--- src/rtl/perceptron_pkg.sv ---
// Shared types and constants for the perceptron learning loop.
package perceptron_pkg;

  localparam int WEIGHT_W = 32;

  localparam logic signed [WEIGHT_W-1:0] SAT_MAX = 32'sh7FFF_FFFF;
  localparam logic signed [WEIGHT_W-1:0] SAT_MIN = 32'sh8000_0000;

  typedef enum logic [1:0] {
    IDLE,
    EVAL,
    UPDATE,
    DONE
  } state_e;

  // err = target - prediction, which can only take these three values.
  typedef enum logic [1:0] {
    ERR_ZERO,
    ERR_POS,
    ERR_NEG
  } err_e;

endpackage

--- src/rtl/sat_add32.sv ---
// Combinational signed add that clamps to the 32-bit range instead of wrapping.
module sat_add32
  import perceptron_pkg::*;
(
  input  logic signed [WEIGHT_W-1:0] a,
  input  logic signed [WEIGHT_W-1:0] b,
  output logic signed [WEIGHT_W-1:0] y
);

  logic signed [WEIGHT_W:0] sum_ext;

  always_comb begin
    sum_ext = {a[WEIGHT_W-1], a} + {b[WEIGHT_W-1], b};
    // Overflow shows up as the two top bits disagreeing; bit 32 gives the direction.
    if (sum_ext[WEIGHT_W] != sum_ext[WEIGHT_W-1]) begin
      y = sum_ext[WEIGHT_W] ? SAT_MIN : SAT_MAX;
    end else begin
      y = sum_ext[WEIGHT_W-1:0];
    end
  end

endmodule

--- src/rtl/perceptron_trainer.sv ---
// Single-layer perceptron trainer: thresholds the supplied sum, then walks the
// weight bank one entry per cycle applying the perceptron rule with saturation.
module perceptron_trainer
  import perceptron_pkg::*;
#(
  parameter int                          N         = 8,
  parameter int                          LR_SHIFT  = 8,
  parameter logic signed [WEIGHT_W-1:0]  THRESHOLD = '0,
  localparam int                         IDX_W     = (N > 1) ? $clog2(N) : 1
) (
  input  logic                           clk,
  input  logic                           rst,
  input  logic                           sample_valid,
  output logic                           sample_ready,
  input  logic [N-1:0]                   x,
  input  logic                           target,
  input  logic signed [WEIGHT_W-1:0]     sum,
  input  logic                           w_load,
  input  logic [IDX_W-1:0]               w_load_idx,
  input  logic [WEIGHT_W-1:0]            w_load_data,
  output logic [WEIGHT_W*N-1:0]          w,
  output logic                           busy,
  output logic                           update_done,
  output logic                           mistake,
  output logic [15:0]                    mistake_count
);

  localparam logic signed [WEIGHT_W-1:0] STEP     = 1 << LR_SHIFT;
  localparam logic [IDX_W-1:0]           LAST_IDX = IDX_W'(N - 1);
  localparam logic [IDX_W:0]             N_EXT    = (IDX_W + 1)'(N);

  state_e                       state;
  state_e                       state_next;
  logic [N-1:0]                 x_q;
  logic                         target_q;
  logic signed [WEIGHT_W-1:0]   sum_q;
  err_e                         err_q;
  err_e                         err_eval;
  logic [IDX_W-1:0]             idx;
  logic signed [WEIGHT_W-1:0]   weights [N];
  logic signed [WEIGHT_W-1:0]   cur_w;
  logic signed [WEIGHT_W-1:0]   step_signed;
  logic signed [WEIGHT_W-1:0]   upd_w;
  logic                         accept;
  logic                         load_en;
  logic                         upd_en;

  assign accept      = (state == IDLE) && sample_valid;
  assign load_en     = (state == IDLE) && w_load && ({1'b0, w_load_idx} < N_EXT);
  assign upd_en      = (state == UPDATE) && x_q[idx];
  assign cur_w       = weights[idx];
  assign step_signed = (err_q == ERR_NEG) ? -STEP : STEP;

  sat_add32 u_sat_add (
    .a (cur_w),
    .b (step_signed),
    .y (upd_w)
  );

  always_comb begin
    err_eval = ERR_ZERO;
    if ((sum_q >= THRESHOLD) != target_q) begin
      err_eval = target_q ? ERR_POS : ERR_NEG;
    end
  end

  // NOTE: sequential state uses non-blocking assignments so every flop samples pre-edge values.
  always_ff @(posedge clk) begin
    if (rst) begin
      state <= IDLE;
    end else begin
      state <= state_next;
    end
  end

  // NOTE: every output of this block is defaulted first so no path can infer a latch.
  always_comb begin
    state_next   = state;
    sample_ready = 1'b0;
    busy         = 1'b1;
    update_done  = 1'b0;
    mistake      = 1'b0;
    case (state)
      IDLE: begin
        sample_ready = 1'b1;
        busy         = 1'b0;
        if (accept) state_next = EVAL;
      end
      EVAL:   state_next = (err_eval == ERR_ZERO) ? DONE : UPDATE;
      UPDATE: if (idx == LAST_IDX) state_next = DONE;
      DONE: begin
        update_done = 1'b1;
        mistake     = (err_q != ERR_ZERO);
        state_next  = IDLE;
      end
      default: state_next = IDLE;
    endcase
  end

  always_ff @(posedge clk) begin
    if (rst) begin
      x_q           <= '0;
      target_q      <= 1'b0;
      sum_q         <= '0;
      err_q         <= ERR_ZERO;
      idx           <= '0;
      mistake_count <= '0;
    end else begin
      if (accept) begin
        x_q      <= x;
        target_q <= target;
        sum_q    <= sum;
      end
      case (state)
        EVAL: begin
          err_q <= err_eval;
          idx   <= '0;
        end
        UPDATE: idx <= idx + 1'b1;
        DONE: begin
          if (err_q != ERR_ZERO && mistake_count != 16'hFFFF) begin
            mistake_count <= mistake_count + 16'd1;
          end
        end
        default: ;
      endcase
    end
  end

  // NOTE: the weight bank is reset explicitly; a reset mid-update must discard partial results.
  always_ff @(posedge clk) begin
    for (int i = 0; i < N; i++) begin
      if (rst) begin
        weights[i] <= '0;
      end else if (load_en && w_load_idx == IDX_W'(i)) begin
        weights[i] <= w_load_data;
      end else if (upd_en && idx == IDX_W'(i)) begin
        weights[i] <= upd_w;
      end
    end
  end

  for (genvar g = 0; g < N; g++) begin : g_w_out
    assign w[WEIGHT_W*g +: WEIGHT_W] = weights[g];
  end

  a_done_returns_idle: assert property (@(posedge clk) disable iff (rst)
    update_done |=> sample_ready);
  a_mistake_with_done: assert property (@(posedge clk) disable iff (rst)
    mistake |-> update_done);

endmodule
--- config.mk ---
export PLATFORM = sky130hd
export DESIGN_NAME = perceptron_trainer
export DESIGN_NICKNAME = d
export VERILOG_FILES = /design/src/rtl/perceptron_pkg.sv /design/src/rtl/sat_add32.sv /design/src/rtl/perceptron_trainer.sv
export SDC_FILE = /design/constraint.sdc
export NUM_CORES = 1
export LEC_CHECK = 0
export BUFFER_PORTS_ARGS = -buffer_cell sky130_fd_sc_hd__buf_2
export CORE_ASPECT_RATIO = 1.2
export CORE_MARGIN = 4
export CORE_UTILIZATION = 40
export CTS_BUF_LIST = sky130_fd_sc_hd__clkbuf_4
export DETAILED_ROUTE_END_ITERATION = 8
export GPL_ROUTABILITY_DRIVEN = 0
export GPL_TIMING_DRIVEN = 1
export REMOVE_ABC_BUFFERS = 1
export SLEW_MARGIN = 20
export SYNTH_ARGS = -nofsm -noshare
export SYNTH_HDL_FRONTEND = slang
export SYNTH_SLANG_ARGS = --single-unit
--- constraint.sdc ---
create_clock -name clk -period 12.8 [get_ports clk]
set_clock_uncertainty 0.1 [all_clocks]
set_input_delay 2.56 -clock clk [delete_from_list [all_inputs] [get_ports clk]]
set_output_delay 2.56 -clock clk [all_outputs]
set_load 0.01 [all_outputs]
==> impl_metrics.toml, run 1 <==
[synthesis]
async_reset_ff_frac = 0
ys_seq_area_frac = 0.513
synth_compound_area_frac = 0.205
yosys.area.top_type = "edfxtp_1"
synth_mux_area_frac = 0.116
synth-xor-area-share = 0.0171
ys_ff_latch = 292
netlist.area_leader.share = 0.469
yosys_warnings = 0
ys_top_cells_by_area = "edfxtp_1, a221o_1, mux4_2"
synth_edf_count = 256
syn_inst = 1259
synth-simple-area-share = 0.0748
syn_area_um2 = 16400
synth.distinct_cells = 66
synthAdderAreaFrac = 0.0287
synth_top_family_by_area = "compound AO/OA/AOI/OAI gates"
synth_top_flop_cell = "edfxtp_1"
syn_avg_cell_area_um2 = 13.0

[layout]
nets = 1672
utilization = 0.482
seqCellArea_um2 = 8420
mostFrequentLayoutCell = "buf_2"
fin_cells = 2155
most-common-layout-cells = "buf_2, edfxtp_1, a221o_1, clkbuf_4, nand2_1"
drive_gt1_frac = 0.382
final_area_um2 = 19600
fillerInstances = 3706
multi_input_area_um2 = 7450
syn_to_final_growth_pct = 19.5

[worst_setup_path]
cpMostUsedCell = "nand4_1"
critical-path-max-stage-delay_ns = 1.27
crit_type = "reg -> reg"
r2r_setup_slack_ns = 6.14
cp-start-kind = "flop"
endpoint_kind = "flop"
required_ns = 13.27
critPathArrivalTime_ns = 7.13
crit_family = "compound AO/OA/AOI/OAI gates"
worstReg2RegEnd = "weights[2][27]"
cpMaxStageDelayCell = "a21oi_4"
cp.buffers_inverters = 1
cp_max_fo = 47
worstRegToRegCells = 12
cp_cell_sequence = "buf_4 -> mux4_2 -> mux2_2 -> ha_1 -> nand4_1 -> or2_2 -> o211a_1 -> o31ai_4 -> o2bb2ai_1 -> nand4_1 -> a21oi_4 -> a221o_1"

[clock_network]
cts_hold_buffers = 0
clk_latency_ns = 0.77
tritoncts = "yes"
cts_resized = 0
cts_setup_buffers = 0
path_clk_slew_ns = 0.07
cts-htree-levels = 3
clockBufferDepth = 3
clkSinkCount = 292
root_buffer = "clkbuf_4"
cts_made_buffers = 76

[sta]
timing.setup.tns_ns = 0
rsz0062_at_grt = "no"
fmax_mhz = 150
slew_viol_final = 0
worst_pin_slew_ns = 1.22
max_slew_margin = 0.186
post-route-period-util = 0.521
finalHoldViolations = 0
fin_crit_ns = 6.66
setup_viol = 0

[route]
wirelength_mm = 61.4
routed_via_density = 6.39
drt_iter0_markers = 1270
drc = 0
vias = 13764
wl_per_cell_um = 28.5
drt_pass1_iterations = 6
ant_nets = 0

[placed_design]
dp_hpwl_mm = 39.6
placed_area_um2 = 18500
port-buffer-count = 324
dp_cells = 2011

[power]
p_per_area_nw_per_um2 = 145
p_leak_nw = 7.69
p_total_mw = 2.84
ir_worst_vdd_v = 0.0000743

[worst_hold_path]
min_from = "x_q[2]"
hold_path_depth = 2
min_path_type = "reg -> reg"
hold_end = "x_q[2]"

[grt]
antenna_found_initial = 6
grt_max_degree = 52
grt_pass1_vias = 13894
track_usage = 0.268
overflow = 0
grt_pass1_wl_mm = 88.5

[floorplan]
core_um2 = 40600
dieArea_um2 = 44300
fp.dieW_um = 193
die_h_um = 230
rows = 81
initial_core_util = 0.403
io_pins = 356

[run]
max_cap_violations = 0

[outcome]
outcome = "complete, no violations"
flip-flops by register name, summed over array words and instances (netlist names), named ones only:
register,count
state,2
err_q,2
target_q,1
sum_q,1
idx,3
x_q,8
weights,256
mistake_count,16
routing by layer:
metal	up-vias	track usage	share of wire
li1	5908	-	-
met1	6729	0.333	0.37
met2	960	0.420	0.47
met3	163	0.0831	0.11
met4	4	0.140	0.044
met5	-	0	0.00023
cell families (layout without fill, tap and decap cells):
| logic type | Yosys count | after routing |
|---|---|---|
| adder cells (fa/ha/maj) | 37 | 37 |
| other | 0 | 4 |
| flip-flops | 292 | 292 |
| XOR/XNOR | 32 | 32 |
| AO/OA/AOI/OAI | 387 | 387 |
| AND/OR/NAND/NOR | 246 | 246 |
| multiplexers | 104 | 104 |
| buffers and inverters | 161 | 514 |
synthesized netlist by cell type, drive strengths merged, types with 4 or more instances:
master   number
clkbuf       57
and3          9
nand2b        7
nor4          5
inv          24
or3           7
mux2         31
xnor2        14
o211ai       35
o31ai         4
a221o       216
and2          6
ha           36
nor2         51
nand3        24
nor3         26
or4           5
mux2i         7
xor2         18
mux4         66
a21oi        46
buf          80
nand2        83
a21o          4
a22o         16
dfxtp        36
nand4        13
edfxtp      256
o21ai        28
o2111ai       6
area by class of cell:
class,instances,area share
diodes,4,0.000511
repair buffers,355,0.101
multi-input cells,806,0.380
well taps,539,0.0344
clock inverters,23,0.00664
clock buffers,112,0.0429
flip-flops and latches,292,0.430
inverters,24,0.00460
through the flow:
step / setup WS (ns) / hold WS (ns)
finish: 6.14 / 0.354
global route: 5.74 / 0.380
CTS: 6.08 / 0.357
detailed placement: 6.12 / 0.348
global placement: 6.15 / 0.344
floorplan: 5.81 / 0.327
power breakdown:
group          internal (mW)  leakage [nW]  switching (mW)  total, mW
logic                  0.278          4.17           0.564      0.841
clock network          0.423         0.576           0.403      0.827
registers               1.11          2.95          0.0587       1.17
worst register-to-register path, stage by stage, from the launching register on:
cell,delay [ns]
dfxtp_4,0.57
buf_4,0.67
mux4_2,0.45
mux2_2,0.32
ha_1,0.39
nand4_1,0.14
or2_2,0.33
o211a_1,0.29
o31ai_4,0.38
o2bb2ai_1,0.40
nand4_1,0.94
a21oi_4,1.27
a221o_1,0.23
worst max path at each step:
stage,endpoint,slack (ns),cells after the start
finish,weights[2][27],6.14,12
global route,weights[6][19],5.74,12
CTS,weights[1][13],6.08,12
detailed placement,weights[1][17],6.12,12
global placement,weights[3][17],6.15,11
floorplan,weights[1][0],5.81,11
No activity file was read; power rests on OpenSTA's default activity.
==> run 2: changes to the inputs <==
==> constraint.sdc (replaced) <==
create_clock -name clk -period 6.52 [get_ports clk]
set_clock_uncertainty 0.1 [all_clocks]
set_input_delay 1.304 -clock clk [delete_from_list [all_inputs] [get_ports clk]]
set_output_delay 1.304 -clock clk [all_outputs]
set_load 0.01 [all_outputs]
==> run 2 against run 1 <==
Effect of this change:
- setup slack got worse by 5.2 ns
- die area unchanged
- first-iteration DRC count increased by 19%
- design area about the same
- hold slack improved by 0.00069 ns
- clock power increased by 98%
- core utilization about the same
- via count increased by 1.5%
- fmax increased by 19%
- register-to-register slack got worse by 5.2 ns
- global-route usage increased by 0.065 points
- largest power group unchanged
- highest routed layer unchanged
==> impl_metrics.toml, run 2 (same netlist as run 1, synthesis figures left out) <==
[outcome]
outcome = "complete, no violations"

[sta]
post-route-period-util = 0.858
rsz0062_at_grt = "no"
slew_viol_final = 0
hold_slack_ns = 0.354
finalHoldViolations = 0
worst_pin_slew_ns = 1.22
max_slew_margin = 0.186
fmax_mhz = 179
fin_crit_ns = 5.59
setup_viol = 0

[clock_network]
cts_setup_buffers = 0
cts-htree-levels = 3
clkSinkCount = 292
cts_hold_buffers = 0
cts_resized = 0
clk_latency_ns = 0.79
clockBufferDepth = 3
path_clk_slew_ns = 0.06
tritoncts = "yes"
root_buffer = "clkbuf_4"
cts_made_buffers = 78

[worst_setup_path]
r2r_setup_slack_ns = 0.93
crit_path_end = "weights[3][28]"
worstReg2RegEnd = "weights[3][28]"
critical-path-max-stage-delay_ns = 0.77
worstRegToRegCells = 13
cp_max_fo = 38
cpMostUsedCell = "buf_4"
endpoint_kind = "flop"
cp_cell_sequence = "mux4_2 -> mux2i_1 -> fa_1 -> nand2b_1 -> a21oi_1 -> o21ai_0 -> a31oi_1 -> o2111a_1 -> nor4_4 -> buf_4 -> nor3_4 -> buf_4 -> a221o_1"
required_ns = 6.93
critPathArrivalTime_ns = 6.00
cp-start-kind = "flop"
crit_type = "reg -> reg"
cpMaxStageDelayCell = "dfxtp_4"

[floorplan]
fp.dieW_um = 193
io_pins = 356
initial_core_util = 0.403
core_um2 = 40600
die_h_um = 230
dieArea_um2 = 44300
rows = 81

[worst_hold_path]
min_path_type = "reg -> reg"
min_from = "x_q[1]"

[power]
p_per_area_nw_per_um2 = 285
p_leak_nw = 7.71
ir_worst_vdd_v = 0.000198

[route]
vias = 13966
wl_met3_mm = 6.91
drt_iter0_markers = 1508
wl_met2_mm = 29.9
top_layer = "met5"
drc = 0
ant_nets = 0
routed_via_density = 6.47
wl_per_cell_um = 28.6
drt_pass1_iterations = 6
wl_met1_mm = 22.5
wirelength_mm = 61.7

[placed_design]
port-buffer-count = 324
dp_hpwl_mm = 40.5

[layout]
nets = 1681
utilization = 0.482
most-common-layout-cells = "buf_2, edfxtp_1, a221o_1, clkbuf_4, nand2_1"
largest_register_ffs = 256
mostFrequentLayoutCell = "buf_2"
regMostFlops = "weights"
syn_to_final_growth_pct = 19.4
top_regs = "weights (256), mistake_count (16), x_q (8)"
fillerInstances = 3724
drive_gt1_frac = 0.386

[grt]
track_usage = 0.269
grt_pass1_vias = 13851
overflow = 0
antenna_found_initial = 6
grt_pass1_wl_mm = 89.1
grt_max_degree = 52

[run]
max_cap_violations = 0
## run 2: changes by cell type in the layout (fill, tap and decap cells not counted), sizes merged
cell and delta:
clkinv -10, buf +6, clkbuf +5, diode +2, inv -1
## run 2: layout make-up
cell class / instances / area, um2 / area share
flip-flops and latches: 292 / 8420 / 0.430
clock inverters: 12 / 86.3 / 0.00441
repair buffers: 362 / 1970 / 0.101
well taps: 539 / 674 / 0.0344
diodes: 6 / 15.0 / 0.000767
inverters: 24 / 90.1 / 0.00460
clock buffers: 116 / 871 / 0.0445
multi-input cells: 806 / 7450 / 0.381
## run 2: how the worst min path moves through the flow
stage | slack, ns | to | depth (start not counted)
2_1_floorplan | 0.33 | x_q[2] | 2
3_3_place_gp | 0.34 | x_q[0] | 2
3_5_place_dp | 0.35 | x_q[1] | 2
4_1_cts | 0.36 | x_q[6] | 2
5_1_grt | 0.38 | x_q[6] | 2
6_report | 0.35 | x_q[1] | 2
## run 2: power by group
part / switching [mW] / leakage (nW) / internal (mW)
Combinational: 1.13 / 4.19 / 0.551
Clock: 0.793 / 0.570 / 0.846
Sequential: 0.0926 / 2.95 / 2.18
Total: 2.01 / 7.71 / 3.58
## run 2: stage by stage
step	setup slack [ns]	area, um2	total power [mW]	std cells	TNS, ns
6_report	0.926	19600	5.59	2157	0
3_3_place_gp	1.07	18500	3.94	2018	0
5_1_grt	0.630	19600	5.86	2155	0
2_1_floorplan	-0.472	15700	3.39	1122	-103.60
4_1_cts	0.980	19500	5.61	2148	0
3_5_place_dp	1.01	18600	3.97	2020	0
## run 2: critical path: cells and delay by family, from the launching register on
family | cells | cell delay (ns)
AOI/OAI and AO/OA | 5 | 1.64
adders and majority gates | 1 | 0.32
buffers and inverters | 2 | 0.61
DFF | 1 | 0.77
muxes | 2 | 1.01
and+or+nand+nor | 3 | 0.82
## run 2: layer usage
| layer | up-vias | track usage |
|---|---|---|
| met5 | - | 0 |
| met4 | 2 | 0.110 |
| met3 | 177 | 0.0759 |
| met2 | 959 | 0.441 |
| met1 | 6919 | 0.333 |
| li1 | 5909 | - |
